==> src/rtl/spart_rx.sv <==
// SPART receive engine: synchronises rxd, frames 8N1 characters on the 16x
// baud enable, and holds the last good byte with rda/frame_err/overrun flags.
module spart_rx #(
  parameter int DATA_BITS   = 8,
  parameter int OVERSAMPLE  = 16,
  parameter int SYNC_STAGES = 2
) (
  input  logic                 clk,
  input  logic                 rst_n,
  input  logic                 rxd,
  input  logic                 baud_en,
  input  logic                 rd_clr,
  output logic [DATA_BITS-1:0] rx_data,
  output logic                 rda,
  output logic                 frame_err,
  output logic                 overrun
);

  localparam int TW = $clog2(OVERSAMPLE);
  localparam int BW = $clog2(DATA_BITS + 1);
  localparam logic [TW-1:0] TICK_LAST = TW'(OVERSAMPLE - 1);
  localparam logic [TW-1:0] TICK_MID  = TW'(OVERSAMPLE / 2 - 1);
  localparam logic [BW-1:0] BIT_LAST  = BW'(DATA_BITS - 1);

  typedef enum logic [2:0] {S_IDLE, S_START, S_DATA, S_STOP, S_BRK} state_t;

  state_t                 state_q, state_d;
  logic [SYNC_STAGES-1:0] sync_q, sync_d;
  logic [TW-1:0]          tick_q, tick_d;
  logic [BW-1:0]          bit_q, bit_d;
  logic [DATA_BITS-1:0]   shift_q, shift_d;
  logic [DATA_BITS-1:0]   data_q, data_d;
  logic                   rda_q, rda_d;
  logic                   fe_q, fe_d;
  logic                   ov_q, ov_d;
  logic                   rxs;

  assign rxs = sync_q[SYNC_STAGES-1];

  always_comb begin
    sync_d = (sync_q << 1) | SYNC_STAGES'(rxd);
  end

  always_comb begin
    state_d = state_q;
    tick_d  = tick_q;
    bit_d   = bit_q;
    shift_d = shift_q;
    data_d  = data_q;
    rda_d   = rda_q;
    fe_d    = fe_q;
    ov_d    = ov_q;

    // A bus read clears the flags first so a same-cycle completion can re-set them.
    if (rd_clr) begin
      rda_d = 1'b0;
      fe_d  = 1'b0;
      ov_d  = 1'b0;
    end

    if (baud_en) begin
      case (state_q)
        S_IDLE: begin
          if (!rxs) begin
            state_d = S_START;
            tick_d  = '0;
          end
        end
        S_START: begin
          if (tick_q == TICK_MID) begin
            tick_d = '0;
            if (!rxs) begin
              state_d = S_DATA;
              bit_d   = '0;
            end else begin
              state_d = S_IDLE;
            end
          end else begin
            tick_d = tick_q + TW'(1);
          end
        end
        S_DATA: begin
          if (tick_q == TICK_LAST) begin
            tick_d                = '0;
            shift_d               = shift_q >> 1;
            shift_d[DATA_BITS-1]  = rxs;
            bit_d                 = bit_q + BW'(1);
            if (bit_q == BIT_LAST) begin
              state_d = S_STOP;
            end
          end else begin
            tick_d = tick_q + TW'(1);
          end
        end
        S_STOP: begin
          if (tick_q == TICK_LAST) begin
            tick_d = '0;
            if (rxs) begin
              data_d  = shift_q;
              ov_d    = ov_d | (rda_q & ~rd_clr);
              rda_d   = 1'b1;
              state_d = S_IDLE;
            end else begin
              fe_d    = 1'b1;
              state_d = S_BRK;
            end
          end else begin
            tick_d = tick_q + TW'(1);
          end
        end
        S_BRK: begin
          // Held-low line: wait for idle so a break reports a single error.
          if (rxs) begin
            state_d = S_IDLE;
          end
        end
        default: state_d = S_IDLE;
      endcase
    end
  end

  always_ff @(posedge clk or negedge rst_n) begin
    if (!rst_n) begin
      state_q <= S_IDLE;
      sync_q  <= '1;
      tick_q  <= '0;
      bit_q   <= '0;
      shift_q <= '0;
      data_q  <= '0;
      rda_q   <= 1'b0;
      fe_q    <= 1'b0;
      ov_q    <= 1'b0;
    end else begin
      state_q <= state_d;
      sync_q  <= sync_d;
      tick_q  <= tick_d;
      bit_q   <= bit_d;
      shift_q <= shift_d;
      data_q  <= data_d;
      rda_q   <= rda_d;
      fe_q    <= fe_d;
      ov_q    <= ov_d;
    end
  end

  assign rx_data   = data_q;
  assign rda       = rda_q;
  assign frame_err = fe_q;
  assign overrun   = ov_q;

endmodule

==> config.mk <==
export PLATFORM = sky130hd
export DESIGN_NAME = spart_rx
export DESIGN_NICKNAME = d
export VERILOG_FILES = /design/src/rtl/spart_rx.sv
export SDC_FILE = /design/constraint.sdc
export NUM_CORES = 1
export LEC_CHECK = 0
export ABC_AREA = 1
export CORE_ASPECT_RATIO = 0.75
export CORE_UTILIZATION = 50
export DETAILED_ROUTE_END_ITERATION = 10
export GPL_TIMING_DRIVEN = 0
export PLACE_DENSITY = 0.79
export SLEW_MARGIN = 20
export SYNTH_ARGS = -nofsm -noshare
export SYNTH_HDL_FRONTEND = slang
export SYNTH_SLANG_ARGS = --single-unit
==> constraint.sdc <==
create_clock -name clk -period 4.6 [get_ports clk]
set_clock_uncertainty 0.2 [all_clocks]
set_input_delay 0.69 -clock clk [delete_from_list [all_inputs] [get_ports clk]]
set_output_delay 0.69 -clock clk [all_outputs]
set_load 0.01 [all_outputs]
**Word-level counts from Yosys, hierarchy flattened**

Index checks and enable logic that the tools add are counted.

- Flip-flop bits (word level): 32
- Input bits: 5
- Output and inout port bits: 11
- Word-level logic and storage cells: 69

- Add/subtract/negate cells: 2
- Equal/unequal tests: 14
- Mux-type cells: 31
- Bitwise operators: 4
- Reductions and logical operators: 9

Operator list:

| kind | count |
|---|---|
| $mux W3 | 7 |
| $mux W4 | 5 |
| $mux W1 | 15 |
| $pmux W3 S5 | 1 |
| $ne A2 B2 Y1 const B | 7 |
| $pmux W4 S3 | 1 |
| $add A4 B1 Y4 const B | 2 |
| $eq A4 B3 Y1 const B | 2 |
| $pmux W4 S2 | 1 |
| $reduce_and A7 Y1 | 1 |
| $eq A3 B2 Y1 const B | 2 |
| $reduce_and A3 Y1 | 2 |
| $reduce_and A5 Y1 | 1 |
| $eq A4 B4 Y1 const B | 1 |
| $reduce_and A4 Y1 | 1 |
| $eq A3 B1 Y1 const B | 1 |
| $eq A3 B3 Y1 const B | 1 |
| $logic_not A3 Y1 | 1 |
| $reduce_bool A3 Y1 | 1 |
| $mux W2 | 1 |
| $or A2 B1 Y2 | 1 |
| $reduce_bool A2 Y1 | 1 |
| $reduce_or A2 Y1 | 1 |
| $and A1 B1 Y1 | 1 |
| 2 further kinds | 2 |

**Logic depth before layout (Yosys ltp)**

- Depth in word-level cells: 7
- Gate-level depth with buffers: 8

**Least setup slack after synthesis**

No wires, ideal clock.

- Kind: input port to flip-flop
- Start: in baud_en
- End: reg shift_q[3]
- Setup time: 0.118 ns
- Data arrival time: 1.422 ns
- Required time: 4.282 ns
- Setup slack: 2.860 ns
- Cell stages on the path: 7
- Path buffers: 2
- Cells stage by stage: buf_4 -> inv_1 -> nor2_4 -> nand2_4 -> buf_6 -> nand2_1 -> o21ai_2

- Longest elaborated chain between the ends: 1

RTL lines:

| what | line | RTL |
|---|---|---|
| from (decl) | 11 | `input logic baud_en,` |
| $reduce_and A3 Y1 (no source line) | - |  |
| to (signal assigned) | 138 | `shift_q <= shift_d;` |
| to (decl) | 31 | `logic [DATA_BITS-1:0] shift_q, shift_d;` |

No other way between the ends.
A chain may end at the register's enable or synchronous reset.

**Final worst setup path**

- Start: reg rda_q (netlist: rda)
- End: out rda

RTL lines:

| what | line | RTL |
|---|---|---|
| from (decl) | 33 | `logic rda_q, rda_d;` |
| from (signal assigned) | 140 | `rda_q <= rda_d;` |
| to (decl) | 14 | `output logic rda,` |

No word-level cell between the ends.

==> impl_metrics.yaml <==
routing:
  viasPerCell: 5.19
  first_iter_violations: 75
  routedWlPerCell_um: 13.0
  vias: 1266
  wl_mm: 3.18
  drt_pass1_iterations: 4
  ant_nets: 0
  drc: 0
pwr:
  clockPowerShare: 0.282
  p_int_uw: 471
  peakVddDrop_mv: 0.172
  netSwitchingFraction: 0.350
  combPwrFrac: 0.251
  p_total_uw: 724
  leakagePower_nw: 0.914
  seqPwrFrac: 0.467
  p_switching_uw: 254
  pwr_density_cell_nw_per_um2: 389
hold_path:
  holdPathEnd: "sync_q[1]"
  hold_path.class: "reg -> reg"
  min_delay_path_depth: 0
  worstHoldStart: "sync_q[0]"
setup_path:
  ff2ff_setup_slack_ps: 2900
  reg2reg_to: "shift_q[3]"
  cp_cell_sequence: "clkdlybuf4s50_1"
  end_kind: "primary output"
  cp_num_buf_inv: 1
  timing.rr.start: "tick_q[0]"
  critical_path.top_delay_family: "buffers and inverters"
  critical_path.startpoint_type: "flop"
  worstPathArrival_ps: 1220
  crit_fanout: 3
  required_ps: 3710
  rr_worst_depth: 7
  cpMaxStageDelayCell: "clkdlybuf4s50_1"
  critPathKind: "reg -> out"
  cpPeakStageDelay_ps: 550
timing:
  max-slew-margin-rel: 0.525
  min_period_over_period: 0.458
  fin_tns_setup_ps: 0
  rsz0062_at_grt: "no"
  period_minus_slack_ps: 2110
  fmax_ghz: 0.475
  finalHoldWorstSlack_ps: 155
  worst_pin_slew_ps: 712
  slew_viol_final: 0
  hold_viol_final: 0
  setup_viol: 0
cells_and_area:
  antenna_cells: 0
  drive_above_1_share: 0.214
  nets: 212
  final_area_um2: 1860
  final.fill_count: 250
  final_cell_mix: "nand2_1 (51), dfrtp_1 (30), inv_1 (19), nand3_1 (19), o21ai_2 (16)"
  layout.cells.most_common: "nand2_1"
  syn2layout_area_growth_pct: 16.5
floorplan:
  die_area_um2: 3430
  rows: 17
  boundaryPins: 16
  start_util: 0.533
  core_um2: 3000
  die_h_um: 51.0
  die_width_um: 67.3
clock_tree:
  cts_root_buffer: "clkbuf_8"
  clk_pin_slew_ps: 70
  cts-resized-gates: 0
  cts_max_path_buffers: 2
  cts_hold_buf: 0
  clock_latency_ps: 280
  cts_max_level: 2
  post_cts_buffers: 0
  cts_buffers: 5
  cts_tree: "built"
  clock_sinks: 32
logic_synthesis:
  postSynthAreaPerCell_um2: 8.69
  ys_seq_area_frac: 0.502
  yosys_warnings: 0
  yosysTopAreaCell: "dfrtp_1"
  synth_cell_type_count: 21
  syn_inst: 184
  yosysTopAreaCellShare: 0.469
  syn-cell-area_um2: 1600
  synth_fp_nets: 191
  ys_ff_latch: 32
  synth_area_leaders: "dfrtp_1 (47%), nand2_1 (12%), o21ai_2 (8.8%)"
placed_design:
  gp_congestion: 0.898
  io_buffer_count: 14
  placed_area_um2: 1780
  dp_hpwl_mm: 2.34
grt:
  grt_max_degree: 33
  grt_pass1_wl_mm: 5.70
  grt_pass1_vias: 1265
  grt.total_usage: 0.234
  grt-ovfl-total: 0
  antenna_found_initial: 0
outcome:
  outcome: "complete, no violations"
job:
  cap_violations: 0
[power groups by stage]
stage          clock network, mW  logic, mW  registers [mW]
2_1_floorplan                  0      0.140           0.336
3_3_place_gp                   0      0.170           0.340
3_5_place_dp                   0      0.179           0.342
4_1_cts                    0.209      0.182           0.337
5_1_grt                    0.220      0.211           0.342
6_report                   0.204      0.182           0.339
[state kept, by name, indices dropped and copies added, names as in the netlist]
| signal | flops |
|---|---|
| frame_err | 1 |
| tick_q | 4 |
| overrun | 1 |
| shift_q | 8 |
| rx_data | 8 |
| sync_q | 2 |
| bit_q | 4 |
| rda | 1 |
| state_q | 3 |
[how the worst max path moves through the flow]
stage             from          to  slack, ps  cells after the start
3_3_place_gp     rst_n  rx_data[2]       2080                      1
5_1_grt            rda         rda       2450                      1
3_5_place_dp   baud_en  shift_q[3]       2730                      7
4_1_cts            rda         rda       2490                      1
2_1_floorplan  baud_en  shift_q[3]       2860                      7
6_report           rda         rda       2490                      1
[cells in the mapped netlist (all sizes together)]
library cell	count
nand2	56
dfrtp	30
inv	23
nand3	21
nor2	18
o21ai	18
nand4	6
a21oi	3
buf	3
dfstp	2
ha	2
nor3	1
xnor2	1
[per-layer routing]
metal,GRT usage,share of wire
met2,0.362,0.48
met4,0.110,0.0085
met3,0.0603,0.042
met5,0,0
met1,0.304,0.47
[cells by family after synthesis]
group           share of synthesized area
compound gates                      0.103
xor+xnor                          0.00548
fa+ha+maj                          0.0156
buf+inv                            0.0728
flops                               0.502
simple gates                        0.300
[through the flow]
stage | cells | utilization | setup WS (ps)
5_1_grt | 244 | 0.621 | 2450
2_1_floorplan | 184 | - | 2860
3_5_place_dp | 236 | 0.594 | 2730
4_1_cts | 244 | 0.621 | 2490
6_report | 244 | 0.621 | 2490
3_3_place_gp | 236 | 0.596 | 2080
[area by class of cell]
type | count | area [um^2] | area share
plain buffers | 3 | 30.0 | 0.0161
clock buffers | 7 | 76.3 | 0.0410
clock inverters | 1 | 5.00 | 0.00269
inverters | 23 | 86.3 | 0.0463
multi-input cells | 126 | 679 | 0.365
flip-flops and latches | 32 | 803 | 0.431
well taps | 38 | 47.5 | 0.0255
repair buffers | 14 | 135 | 0.0725
(Power assumes the default switching activity.)
==> RTL change: new RTL, config.mk and constraints unchanged <==
Re-encode `state_t` (5 states) as Gray code, 3 bits wide.
--- a/src/rtl/spart_rx.sv
+++ b/src/rtl/spart_rx.sv
@@ -22,7 +22,7 @@
   localparam logic [TW-1:0] TICK_MID  = TW'(OVERSAMPLE / 2 - 1);
   localparam logic [BW-1:0] BIT_LAST  = BW'(DATA_BITS - 1);
 
-  typedef enum logic [2:0] {S_IDLE, S_START, S_DATA, S_STOP, S_BRK} state_t;
+  typedef enum logic [2:0] {S_IDLE = 3'b000, S_START = 3'b001, S_DATA = 3'b011, S_STOP = 3'b010, S_BRK = 3'b110} state_t;
 
   state_t                 state_q, state_d;
   logic [SYNC_STAGES-1:0] sync_q, sync_d;
Behaviour: no difference found for any inputs over 10 cycles, from zero or initial values and one cycle with rst_n low; not proved beyond that.
==> RTL change against the unedited design <==
  * Area after synthesis stayed put
  * Non-clock buffer count increased by 1
  * Wire length fell by 4.9%
  * Total power rose by 6.0%
  * Final area increased by 0.87%
  * Critical path depth stayed put
  * Setup slack better by 0.0047 ns
  * Sequential cell count unchanged
==> RTL change: results (changes against the unedited design) <==
Logic synthesis
  – Synth cell types: 26 (was 21)
  – Top post-synthesis cells by area: dfrtp_1 47%, nand2_1 14%, nand3_1 5.0% (was dfrtp_1 47%, nand2_1 12%, o21ai_2 8.8%)
  – Synth top cells by count: 60 x nand2_1, 30 x dfrtp_1, 21 x inv_1 (was 51 x nand2_1, 30 x dfrtp_1, 19 x inv_1, 19 x nand3_1, 16 x o21ai_2)
  – Synthesized net count: 190 (was 191)
  – Post-synthesis area per instance: 8.74 sq um (was 8.69 sq um)

Pwr
  – Maximum vdd drop: 0.226 mV (was 0.172 mV)
  – Comb pwr: 221 uW (was 182 uW)
  – P_int: 482 uW (was 471 uW)

Run status
  – Status: complete, no violations (unchanged)

Cells and area
  – Multi-input logic area: 683 sq um (was 679 sq um)
  – Fillers: 240 (was 250)
  – Inverter count: 22 (was 23)
  – Non-clock buffers: 18 (was 17)

Placed design
  – Area after DPL: 1790 sq um (was 1780 sq um)
  – Port Buffers: 15 (was 14)
  – Dpl ws: 2.23 ns (was 2.73 ns)
  – GP Congestion: 0.851 (was 0.898)
  – Post-DP HPWL: 2190 um (was 2340 um)

Drt
  – Initial DRC count: 52 (was 75)
  – Vias per inst: 5.07 (was 5.19)
  – Routed WL: 3020 um (was 3180 um)

Global routing
  – Total GRT Usage: 0.215 (was 0.234)
  – First-pass GRT wire length: 5230 um (was 5700 um)

STA
  – Achievable frequency: 476 MHz (was 475 MHz)
  – Final hold slack: 0.158 ns (was 0.155 ns)
  – Least-Margin Pin Slew: 0.711 ns (was 0.712 ns)

Critical path
  – R2r setup slk: 2.87 ns (was 2.90 ns)
  – Worst reg2reg endpoint: rx_data[7] (was shift_q[3])
==> RTL change: cell types whose count changed after synthesis, moves of 2 or more <==
cell / delta
nand2_1: +9
o21ai_1: +8
o21ai_2: -8
nand4_1: -5
inv_2: -3
nand3_1: -3
a21oi_1: -2
inv_1: +2
nand3_4: +2
o21ai_0: -2
xor2_1: +2
==> RTL change: kinds of logic (layout without fill, tap and decap cells) <==
kind of cell / count (synthesis) / in the layout / share of synthesized area
flip-flops: 32 / 32 / 0.502
XOR/XNOR: 4 / 4 / 0.0219
adder cells (fa/ha/maj): 2 / 2 / 0.0156
AO/OA/AOI/OAI: 19 / 19 / 0.0822
buffers and inverters: 25 / 48 / 0.0704
AND/OR/NAND/NOR: 101 / 101 / 0.308
==> RTL change: metal layers <==
layer  wire length [um]  vias to the layer above  GRT usage
li1                   -                      622          -
met1               1500                      579      0.299
met2               1350                       29      0.305
met3                126                        7     0.0670
met4                 49                        0     0.0993
met5                  0                        -          0
